<file path="src/rtl/mem_access_ctrl.sv">
// ============================================================================
// Module   : mem_access_ctrl
// Purpose  : Arbitrates fetch / load / store / exception requests onto a
//            single memory port with a fixed MEM_LAT-cycle access, drives the
//            address mux selector (iord) and the write enable, and reports
//            completion. Optional misalignment check for data accesses.
// Revision : 1.0 - initial release
// ----------------------------------------------------------------------------
// Parameters:
//   MEM_LAT       memory latency in cycles (1..15)
// Ports:
//   clk           rising-edge clock
//   reset         asynchronous active-low reset
//   fetch_req     instruction fetch request (address from PC)
//   load_req      data read request (address from ALUOut)
//   store_req     data write request (address from ALUOut)
//   exc_req       exception vector read request (exception address)
//   addr_lo[1:0]  ALUOut[1:0] of the data access
//   iord[2:0]     address mux select: 0 = PC, 1 = exception, 3 = ALUOut
//   mem_wr        memory write enable
//   grant[3:0]    one-hot owner: [3] exc, [2] store, [1] load, [0] fetch
//   done          one-cycle completion pulse
//   busy          high whenever the controller is not idle
//   misalign_err  one-cycle pulse when a data access is rejected
// Configuration macro:
//   MEM_ACCESS_MISALIGN_CHK_EN  enables the data misalignment check
// ============================================================================
`default_nettype none

module mem_access_ctrl #(
    parameter int MEM_LAT = 2
) (
    input  logic       clk,
    input  logic       reset,
    input  logic       fetch_req,
    input  logic       load_req,
    input  logic       store_req,
    input  logic       exc_req,
    input  logic [1:0] addr_lo,
    output logic [2:0] iord,
    output logic       mem_wr,
    output logic [3:0] grant,
    output logic       done,
    output logic       busy,
    output logic       misalign_err
);

    typedef enum logic [1:0] {
        IDLE   = 2'd0,
        ACCESS = 2'd1,
        DONE   = 2'd2
    } state_t;

    localparam logic [3:0] LAT = 4'(MEM_LAT);

    state_t     state_q, state_d;
    logic [3:0] cnt_q,   cnt_d;
    logic [3:0] grant_q, grant_d;
    logic       mis_q,   mis_d;
    logic       data_misaligned;

`ifdef MEM_ACCESS_MISALIGN_CHK_EN
    assign data_misaligned = (addr_lo != 2'b00);
`else
    logic unused_addr_lo;
    assign unused_addr_lo  = ^addr_lo;
    assign data_misaligned = 1'b0;
`endif

    always_ff @(posedge clk or negedge reset) begin
        if (!reset) begin
            state_q <= IDLE;
            cnt_q   <= 4'd0;
            grant_q <= 4'd0;
            mis_q   <= 1'b0;
        end else begin
            state_q <= state_d;
            cnt_q   <= cnt_d;
            grant_q <= grant_d;
            mis_q   <= mis_d;
        end
    end

    always_comb begin
        state_d = state_q;
        cnt_d   = cnt_q;
        grant_d = grant_q;
        mis_d   = mis_q;
        unique case (state_q)
            IDLE: begin
                cnt_d = 4'd0;
                mis_d = 1'b0;
                // Fixed priority: exc > store > load > fetch.
                if (exc_req)        grant_d = 4'b1000;
                else if (store_req) grant_d = 4'b0100;
                else if (load_req)  grant_d = 4'b0010;
                else if (fetch_req) grant_d = 4'b0001;
                else                grant_d = 4'b0000;
                if (grant_d != 4'b0000) begin
                    // A rejected data access bypasses ACCESS entirely so the
                    // memory never sees a write strobe for it.
                    if ((grant_d[2] || grant_d[1]) && data_misaligned) begin
                        state_d = DONE;
                        mis_d   = 1'b1;
                    end else begin
                        state_d = ACCESS;
                        cnt_d   = 4'd1;
                    end
                end
            end
            ACCESS: begin
                if (cnt_q == LAT) begin
                    state_d = DONE;
                    cnt_d   = 4'd0;
                end else begin
                    cnt_d = cnt_q + 4'd1;
                end
            end
            DONE: begin
                state_d = IDLE;
                grant_d = 4'd0;
                mis_d   = 1'b0;
            end
            default: begin
                state_d = IDLE;
                cnt_d   = 4'd0;
                grant_d = 4'd0;
                mis_d   = 1'b0;
            end
        endcase
    end

    // Outputs decode purely from registers, so reset clears them at once.
    always_comb begin
        iord = 3'd0;
        if (grant_q[3])                   iord = 3'd1;
        else if (grant_q[2] || grant_q[1]) iord = 3'd3;
    end

    assign grant  = grant_q;
    assign busy   = (state_q != IDLE);
    assign mem_wr = (state_q == ACCESS) && grant_q[2];
    assign done   = (state_q == DONE) && !mis_q;

`ifdef MEM_ACCESS_MISALIGN_CHK_EN
    assign misalign_err = (state_q == DONE) && mis_q;
`else
    assign misalign_err = 1'b0;
`endif

endmodule

`default_nettype wire
</file>
<file path="config.mk">
export PLATFORM = sky130hd
export DESIGN_NAME = mem_access_ctrl
export DESIGN_NICKNAME = d
export VERILOG_FILES = /design/src/rtl/mem_access_ctrl.sv
export SDC_FILE = /design/constraint.sdc
export NUM_CORES = 1
export LEC_CHECK = 0
export BUFFER_PORTS_ARGS = -buffer_cell sky130_fd_sc_hd__buf_4
export CORE_MARGIN = 4
export CORE_UTILIZATION = 41
export CTS_CLUSTER_DIAMETER = 50
export DETAILED_ROUTE_END_ITERATION = 12
export PLACE_DENSITY = 0.71
export SETUP_SLACK_MARGIN = 0.3
export SYNTH_ARGS = -nofsm -noshare
export SYNTH_HDL_FRONTEND = slang
export SYNTH_SLANG_ARGS = --single-unit
</file>
<file path="constraint.sdc">
create_clock -name clk -period 1.3 [get_ports clk]
set_clock_uncertainty 0.1 [all_clocks]
set_input_delay 0.13 -clock clk [delete_from_list [all_inputs] [get_ports clk]]
set_output_delay 0.13 -clock clk [all_outputs]
set_load 0.01 [all_outputs]
</file>
; ---- After elaboration in Yosys (flattened, before gate mapping)
; Index checks and enable logic that the tools add are counted.
; Widths: inputs -> output; s select.
[classes]
n_addsub = 1
eq_ne = 5
mux = 14
n_reduce_logical = 6
[ops]
columns = operator, count
row1 = $mux 4, 3
row2 = $pmux 4 s3, 1
row3 = $mux 2, 4
row4 = $pmux 4 s2, 1
row5 = $mux 3, 2
row6 = $add 4x1->4 const B, 1
row7 = $eq 4x2->1 const B, 1
row8 = $ne 2x2->1 const B, 2
row9 = $pmux 2 s2, 1
row10 = $reduce_bool 4->1, 1
row11 = $eq 2x1->1 const B, 1
row12 = $eq 2x2->1 const B, 1
row13 = $logic_not 2->1, 1
row14 = $mux 1, 2
row15 = $reduce_and 2->1, 1
row16 = $reduce_bool 2->1, 1
row17 = $logic_and 1x1->1, 1
row18 = $logic_or 1x1->1, 1
[word_totals]
register_bits = 10
input_bits = 8
output_inout_bits = 11
elab_cells = 29

; ---- Logic depth before layout (Yosys ltp)
; Gate-level depths: netlist of the first run.
[logic_depth]
depth_word = 8
depth_mapped = 5
ltp_nobuf = 3

; ---- Worst setup path before layout of the first run
; No wires, ideal clock.
[synth_timing]
kind = register -> register
from = reg cnt_q[1]
to = reg state_q[0]
t_arrival_ns = 0.949
t_required_ns = 1.063
path_slack_ns = 0.114
path_stages_with_launch = 4
n_path_buf = 0
synth_period_minus_slack_ns = 1.186
path_cell_list = dfrtp_1 or3b_4 o21ai_1 nand2_1
[synth_between]
elab_chain_cells = 3
[synth_lines]
columns = element, line
row1 = start: declaration, 57  ; logic [3:0] cnt_q, cnt_d;
row2 = start signal: assignment, 78  ; cnt_q <= cnt_d;
row3 = $eq 4x2->1, 112  ; if (cnt_q == LAT) begin
row4 = $ne 2x2->1 (no line), -
row5 = $reduce_and 2->1 (no line), -
row6 = end signal: assignment, 77  ; state_q <= state_d;
row7 = end: declaration, 56  ; state_t state_q, state_d;
; Every way passes these cells.
; A chain may end at the register's enable or synchronous reset.

; ---- Final worst setup path of the first run
[layout_timing]
from = reg grant_q[3] (netlist: grant[3])
to = out iord[0]
[layout_between]
elab_chain_cells = 1
[layout_lines]
columns = element, line
row1 = start: declaration, 58  ; logic [3:0] grant_q, grant_d;
row2 = start signal: assignment, 79  ; grant_q <= grant_d;
row3 = $mux 3, 136  ; if (grant_q[3]) iord = 3'd1;
row4 = end: declaration, 40  ; output logic [2:0] iord,
; Every way passes these cells.

==> results of run 1 <==
timing repair:
| action | CTS | global route |
|---|---|---|
| gates resized for setup | 27 | 12 |
| hold endpoints to repair | 11 | 0 |
| endpoints found under the setup margin | 18 | 19 |
| pin swaps | 12 | 5 |
| hold buffers | 1 | 0 |
| setup buffers | 7 | 4 |
area by class of cell:
type / instances / area (µm²) / area share
Tap cell: 14 / 17.5 / 0.0179
Multi-Input combinational cell: 41 / 344 / 0.351
Timing Repair Buffer: 32 / 318 / 0.324
Inverter: 2 / 7.51 / 0.00766
Antenna cell: 1 / 2.50 / 0.00255
Sequential cell: 10 / 254 / 0.259
Clock buffer: 4 / 36.3 / 0.0370
through the flow:
| stage | worst slack [ps] | util | cell area [µm²] | power, mW | instances |
|---|---|---|---|---|---|
| after global placement | 73.5 | 0.604 | 698 | 1.42 | 87 |
| after global routing | -122 | 0.845 | 977 | 2.48 | 103 |
| final | -96.8 | 0.847 | 980 | 2.34 | 104 |
| after detailed placement | 66.1 | 0.604 | 698 | 1.44 | 87 |
| after CTS | -81.9 | 0.781 | 903 | 2.10 | 99 |
| after floorplan | 114 | - | 569 | 1.12 | 58 |
tightest hold or removal path: cells and delay by family:
kind / cells / cell delay (ps)
simple gates: 1 / 50
buf+inv: 1 / 90
compound gates: 1 / 70
sequential cells by signal, indices dropped and copies added, names as in the netlist:
name and flops:
cnt_q 4, grant 4, state_q 2
power groups by stage:
stage               Sequential [mW]  Clock (mW)  Combinational [mW]
finish                        0.559       0.286                1.49
global placement              0.532           0               0.888
global route                  0.575       0.307                1.60
detailed placement            0.534           0               0.901
floorplan                     0.533           0               0.590
CTS                           0.550       0.283                1.26
logic make-up after synthesis:
logic type	synth area share
compound gates	0.118
buf+inv	0.0753
flops	0.471
mux	0.0376
other cells	0.00705
simple gates	0.292
worst min-delay path by stage:
stage	start	to	slack, ps	cells past startpoint
final	fetch_req	state_q[0]	-3	3
after floorplan	reset	cnt_q[0]	-270	0
after detailed placement	reset	grant[3]	-130	1
after global placement	reset	grant[3]	-130	1
after CTS	fetch_req	state_q[0]	-3	3
after global routing	fetch_req	state_q[0]	20	3
layout by cell type (no fill, tap or decap), drive strengths merged, types with 2 or more instances in the layout:
master,synthesis,final
nand3,3,3
inv,2,2
clkbuf,0,4
nand2,4,4
conb,1,2
dfrtp,10,10
nor2,8,8
mux2i,2,2
nor2b,2,2
a21oi,4,4
buf,5,31
nor3b,2,2
o21ai,2,2
routing by layer:
| layer | vias up | wire (µm) | track usage |
|---|---|---|---|
| met4 | 0 | 8 | 0.0783 |
| li1 | 256 | - | - |
| met2 | 13 | 985 | 0.291 |
| met5 | - | 0 | 0 |
| met3 | 2 | 67 | 0.0285 |
| met1 | 264 | 712 | 0.219 |
==> out/metrics.yaml, run 1 <==
crit_start: "grant[3]"
synth_edf_count: 0
synthArstFlopShare: 1.00
drt_iter0_drc: 7
clk_pin_slew_ps: 80
die_y_um: 44.0
first_pass_iters: 4
maxCapViolations: 0
syn-cell-area_um2: 532
synth_common_cells: "dfrtp_1 (10), nor2_1 (8), a21oi_1 (4), nand2_1 (4)"
gp_congestion: 0.715
routed_via_density: 5.14
core_area_um2: 1160
grt_overflow: 0
initial_core_util: 0.460
hp-class: "in2reg"
fin_crit_ps: 1400
num_vias: 535
clkSinkCount: 10
path_max_fanout: 2
die-area_um2: 1940
ys_types: 27
n_fill_cell: 59
rows: 12
syn_area_per_cell_um2: 9.33
hold_viol_final: 1
p_switching_uw: 877
cts_root_buffer: "clkbuf_4"
ios: 19
finalSetupTns_ps: -257
cp.depth: 2
critPathCaptureType: "output pin"
antenna_found_initial: 0
crit_end: "iord[0]"
dp_hpwl_um: 779
clkPwrFrac: 0.122
grt_max_degree: 11
drt-total-wl_um: 1770
maxSlewViolCount: 0
cp.required_ps: 1070
postLayoutSetupSlackWorst_ps: -96.8
setup_viol: 6
synthMostInstantiatedCell: "dfrtp_1"
wire_per_inst_um: 17.1
clock_latency_ps: 270
area_growth_pct: 84.2
clock_path_buffers: 2
drc: 0
final_layout_size_suffix_gt1_frac: 0.652
synth-seq-cells: 10
swShare: 0.376
failed_checks: "hold timing, setup timing"
finalCritPeriodShare: 1.07
status: "finished, violations left"
pwr_density_cell_nw_per_um2: 2380
seq_area_frac_synth: 0.471
slowest_delay_ps: 390
hold-worst-slack_ps: -3.03
critPathBufInv: 1
grt_pass1_vias: 506
cts-htree-levels: 1
synthDominantCellAreaShare: 0.471
grt_pass1_wl_um: 2400
rrSetupSlack_ps: -50
reg2reg_from: "state_q[0]"
combinationalPowerShare: 0.638
syn_inst: 57
yosysTopAreaCell: "dfrtp_1"
rsz0062_at_grt: "yes"
intPower_mw: 1.46
slowest_stage: "dfrtp_1"
numCtsBuffers: 3
nets: 98
antenna_left: 0
critPathArrivalTime_ps: 1170
rr_worst_depth: 5
max_freq_mhz: 716
ys.flop_type: "dfrtp_1"
timing.rr.end: "grant[1]"
peakVddDrop_mv: 1.54
start_kind: "flip-flop"
synth_area_leaders: "dfrtp_1 (47%), nor2_1 (5.6%), buf_4 (4.2%)"
port_buffers: 14
path_class: "reg2out"
crit_chain: "or3_4, buf_6"
path_delay_family: "flip-flops"
cts_tree: "yes"
die_w_um: 44.0
pwr-share-seq: 0.239
p_leak_nw: 0.456
grt.total_usage: 0.174
ys_warn_count: 0
(Power assumes the default switching activity.)
==> run 2: changes to the inputs <==
--- a/config.mk
+++ b/config.mk
@@ -6,11 +6,13 @@
 export NUM_CORES = 1
 export LEC_CHECK = 0
 export BUFFER_PORTS_ARGS = -buffer_cell sky130_fd_sc_hd__buf_4
+export CELL_PAD_IN_SITES_DETAIL_PLACEMENT = 1
+export CELL_PAD_IN_SITES_GLOBAL_PLACEMENT = 1
 export CORE_MARGIN = 4
-export CORE_UTILIZATION = 41
+export CORE_UTILIZATION = 30
 export CTS_CLUSTER_DIAMETER = 50
 export DETAILED_ROUTE_END_ITERATION = 12
-export PLACE_DENSITY = 0.71
+export PLACE_DENSITY_LB_ADDON = 0.1
 export SETUP_SLACK_MARGIN = 0.3
 export SYNTH_ARGS = -nofsm -noshare
 export SYNTH_HDL_FRONTEND = slang
==> run 2 against run 1 <==
Effect of this change: the run ends with setup timing left; core utilization fell by 22 points; non-clock buffer count rose by 3; via count rose by 3.7%; wire length rose by 19%; sequential share of layout area fell by 0.52 points; critical path depth did not move; combinational power rose by 9%; count of clock-buffer cells in the layout fell by 1; fmax fell by 0.24%.
==> out/metrics.yaml, run 2 (synthesis gave the netlist of run 1 again) <==
status: "finished, violations left"
failed_checks: "setup timing"
path_max_fanout: 2
pwr-share-seq: 0.232
die_w_um: 50.1
hold_path_startpoint: "fetch_req"
core_area_um2: 1590
hp-class: "in2reg"
hold_viol_final: 0
regArea_um2: 253
path_class: "reg2out"
critPathArrivalTime_ps: 1170
gp_congestion: 0.714
initial_core_util: 0.334
grtUsageMet2: 0.261
insertedDiodeCount: 0
setup_viol: 6
p_leak_nw: 0.461
grt.total_usage: 0.156
antenna_found_initial: 0
clock_path_buffers: 2
antenna_left: 0
whs_path_depth: 3
rr_worst_depth: 5
rsz0062_at_grt: "yes"
wire_per_inst_um: 18.3
p_switching_uw: 931
start_kind: "flip-flop"
clkSinkCount: 10
numCtsBuffers: 3
multi_input_area_um2: 353
drc: 0
first_pass_iters: 4
critPathCaptureType: "output pin"
fin_crit_ps: 1400
place_inst: 97
crit_chain: "or3_4, buf_6"
cts_root_buffer: "clkbuf_4"
grt_max_degree: 11
final_cells: 115
swShare: 0.390
clkPwrFrac: 0.091
rows: 14
grt_overflow: 0
cts-htree-levels: 1
port_buffers: 14
cp.required_ps: 1070
slowest_delay_ps: 390
met1_usage: 0.198
num_vias: 555
final_layout_size_suffix_gt1_frac: 0.648
top_usage_layer: "met2"
die-area_um2: 2510
maxSlewViolCount: 0
clock_latency_ps: 270
min_to: "state_q[0]"
timing.rr.end: "grant[1]"
layout_commonest_cell: "buf_4"
finalCritPeriodShare: 1.08
grt_util_met3: 0.0602
rrSetupSlack_ps: -30
clk_pin_slew_ps: 70
n_fill_cell: 171
dp_hpwl_um: 1020
max_freq_mhz: 714
maxCapViolations: 0
grt_pass1_vias: 545
drt_iter0_drc: 3
intPower_mw: 1.46
postLayoutSetupSlackWorst_ps: -100
ios: 19
routed_via_density: 4.83
grt_pass1_wl_um: 2900
drt-total-wl_um: 2110
reg2reg_from: "state_q[0]"
cts_tree: "yes"
place_ws_ps: 60.0
nets: 101
area_growth_pct: 87.1
pwr_density_cell_nw_per_um2: 2400
peakVddDrop_mv: 1.07
final_cell_mix: "buf_4 (18), buf_6 (15), dfrtp_1 (8)"
combinationalPowerShare: 0.677
die_y_um: 50.1
slowest_stage: "dfrtp_1"
run 2: how the worst max path moves through the flow:
stage                     slack [ps]  startpoint          to
after floorplan                  110    cnt_q[1]  state_q[0]
after global placement            70    cnt_q[3]  state_q[0]
after detailed placement          60    cnt_q[3]  state_q[0]
after CTS                        -90    grant[2]     iord[0]
after global routing            -150    grant[1]     iord[1]
final                           -100    grant[2]     iord[0]
run 2: area by class of cell:
cell class / count / share of cell area
multi-input combinational: 41 / 0.355
timing repair buffer: 35 / 0.331
sequential: 10 / 0.254
tap: 24 / 0.0302
clock buffer: 3 / 0.0226
inverter: 2 / 0.00755
run 2: per-stage QoR:
stage / instance area [µm²] / power (mW) / util / setup TNS, ps / hold slack (ps)
final: 995 / 2.39 / 0.624 / -298 / 23.9
after global routing: 995 / 2.56 / 0.624 / -631 / 37.5
after CTS: 901 / 2.08 / 0.565 / -161 / 17.7
after detailed placement: 711 / 1.47 / 0.446 / 0 / -127
after global placement: 711 / 1.44 / 0.446 / 0 / -135
after floorplan: 569 / 1.12 / - / 0 / -266
run 2: worst max-delay path, delay by kind of cell, from the launching register on:
kind / cells / cell delay [ps]
simple gates: 1 / 390
flops: 1 / 390
buf+inv: 1 / 130
run 2: what timing repair did:
action                                 CTS  global route
hold buffers                             1             0
endpoints found under the hold margin   10             0
gates resized for setup                 25            11
setup buffers                            9             5
pin swaps                               11             7
setup endpoints to repair               19            19
run 2: per-layer routing:
metal,part of all wire,wire length (µm)
met1,0.40,844
met2,0.54,1130
met3,0.053,111
met4,0.0076,16
met5,0,0
run 2: power by group through the flow:
stage / clock network, mW / registers [mW] / logic [mW]
after floorplan: 0 / 0.533 / 0.590
after global placement: 0 / 0.541 / 0.895
after detailed placement: 0 / 0.549 / 0.921
after CTS: 0.221 / 0.561 / 1.29
after global routing: 0.245 / 0.571 / 1.75
final: 0.217 / 0.554 / 1.62
==> run 3: changes to the inputs <==
--- a/config.mk
+++ b/config.mk
@@ -8,12 +8,13 @@
 export BUFFER_PORTS_ARGS = -buffer_cell sky130_fd_sc_hd__buf_4
 export CELL_PAD_IN_SITES_DETAIL_PLACEMENT = 1
 export CELL_PAD_IN_SITES_GLOBAL_PLACEMENT = 1
-export CORE_MARGIN = 4
+export CORE_MARGIN = 5
 export CORE_UTILIZATION = 30
 export CTS_CLUSTER_DIAMETER = 50
 export DETAILED_ROUTE_END_ITERATION = 12
 export PLACE_DENSITY_LB_ADDON = 0.1
 export SETUP_SLACK_MARGIN = 0.3
+export SLEW_MARGIN = 20
 export SYNTH_ARGS = -nofsm -noshare
 export SYNTH_HDL_FRONTEND = slang
 export SYNTH_SLANG_ARGS = --single-unit
==> run 3 against run 2 <==
Effect of this change: the flow still finishes with violations (setup timing); global-route usage down 3.1 points; count of clock-buffer cells in the layout did not move; sequential power up 3%; critical path depth did not move; non-clock buffer count is 5 lower; register-to-register slack improved by 50 ps; final cell count decreased by 3.5%; hold slack better by 19 ps; first-iteration DRC count unchanged; critical endpoint unchanged; largest power group unchanged; highest routed layer unchanged.
==> out/metrics.yaml, run 3 (synthesis gave the netlist of run 1 again) <==
die-area_um2: 2710
critPathCaptureType: "output pin"
path_class: "reg2out"
core_area_um2: 1710
grt_overflow: 0
reg2reg_from: "state_q[1]"
p_leak_nw: 0.435
final_cell_mix: "buf_4 (14), buf_6 (14), dfrtp_1 (7)"
maxCapViolations: 0
dpl_cell_area_um2: 719
finalCritPeriodShare: 1.06
numCtsBuffers: 3
wire_per_inst_um: 13.4
drt-total-wl_um: 1490
setup_viol: 4
rr_worst_depth: 4
timing.rr.end: "cnt_q[1]"
hold-worst-slack_ps: 42.8
area_growth_pct: 76.0
initial_core_util: 0.311
nets: 96
start_kind: "flip-flop"
die_w_um: 52.1
multi_input_area_um2: 333
final_layout_size_suffix_gt1_frac: 0.628
cts_tree: "yes"
final_util: 0.548
place_inst: 99
crit_end: "iord[0]"
clock_latency_ps: 260
design_area_um2: 936
regArea_um2: 254
clk_pin_slew_ps: 60
hp-class: "in2reg"
die_y_um: 52.1
place_ws_ps: 78.4
rrSetupSlack_ps: 20
grt_pass1_wl_um: 2440
final_cells: 111
failed_checks: "setup timing"
crit_start: "grant[2]"
cts_root_buffer: "clkbuf_4"
insertedDiodeCount: 0
routed_via_density: 4.63
cp.required_ps: 1070
maxSlewViolCount: 0
clock_path_buffers: 2
clkSinkCount: 10
pwr_density_cell_nw_per_um2: 2280
rows: 15
n_fill_cell: 203
total_power_mw: 2.13
finalSetupTns_ps: -146
grt_max_degree: 11
antenna_left: 0
drc: 0
peakVddDrop_mv: 1.18
fin_crit_ps: 1380
ios: 19
dp_hpwl_um: 985
max_freq_mhz: 725
drt_iter0_drc: 3
status: "finished, violations left"
critPathArrivalTime_ps: 1150
path_max_fanout: 2
grt_pass1_vias: 533
first_pass_iters: 3
port_buffers: 14
grt.total_usage: 0.126
rsz0062_at_grt: "yes"
postLayoutSetupSlackWorst_ps: -79.3
antenna_found_initial: 0
num_vias: 514
gp_congestion: 0.688
cts-htree-levels: 1
hold_viol_final: 0
-- run 3: how the worst min path moves through the flow --
stage,startpoint,endpoint,slack [ps],depth (start not counted)
after floorplan,reset,cnt_q[0],-270,0
after CTS,fetch_req,grant[0],40,3
after global routing,fetch_req,grant[0],50,3
after global placement,reset,grant[0],-130,1
final,fetch_req,grant[0],40,3
after detailed placement,reset,cnt_q[3],-130,1
-- run 3: layout make-up --
type	instances	area share
clock buffers	3	0.0241
well taps	25	0.0334
multi-input cells	41	0.356
flip-flops and latches	10	0.271
repair buffers	30	0.307
inverters	2	0.00802
-- run 3: layer usage --
layer | wire [µm] | up-vias | track usage
li1 | - | 249 | -
met1 | 632 | 246 | 0.149
met2 | 728 | 15 | 0.190
met3 | 86 | 4 | 0.0315
met4 | 39 | 0 | 0.100
met5 | 0 | - | 0
-- run 3: timing repair --
action | in CTS | in global routing
endpoints found under the setup margin | 19 | 19
setup buffers | 6 | 2
hold endpoints to repair | 10 | 0
gates resized for setup | 24 | 10
pin swaps | 10 | 5
hold buffers | 1 | 0
-- run 3: where the power goes --
group	leakage (nW)	internal [mW]	total (mW)	switching, mW
sequential	0.126	0.433	0.572	0.139
combinational	0.296	0.796	1.35	0.554
clock	0.0138	0.107	0.209	0.102
-- run 3: worst max-delay path: stages (launching register included) --
cell,delay [ps]
dfrtp_1,390
or3_4,370
buf_6,130
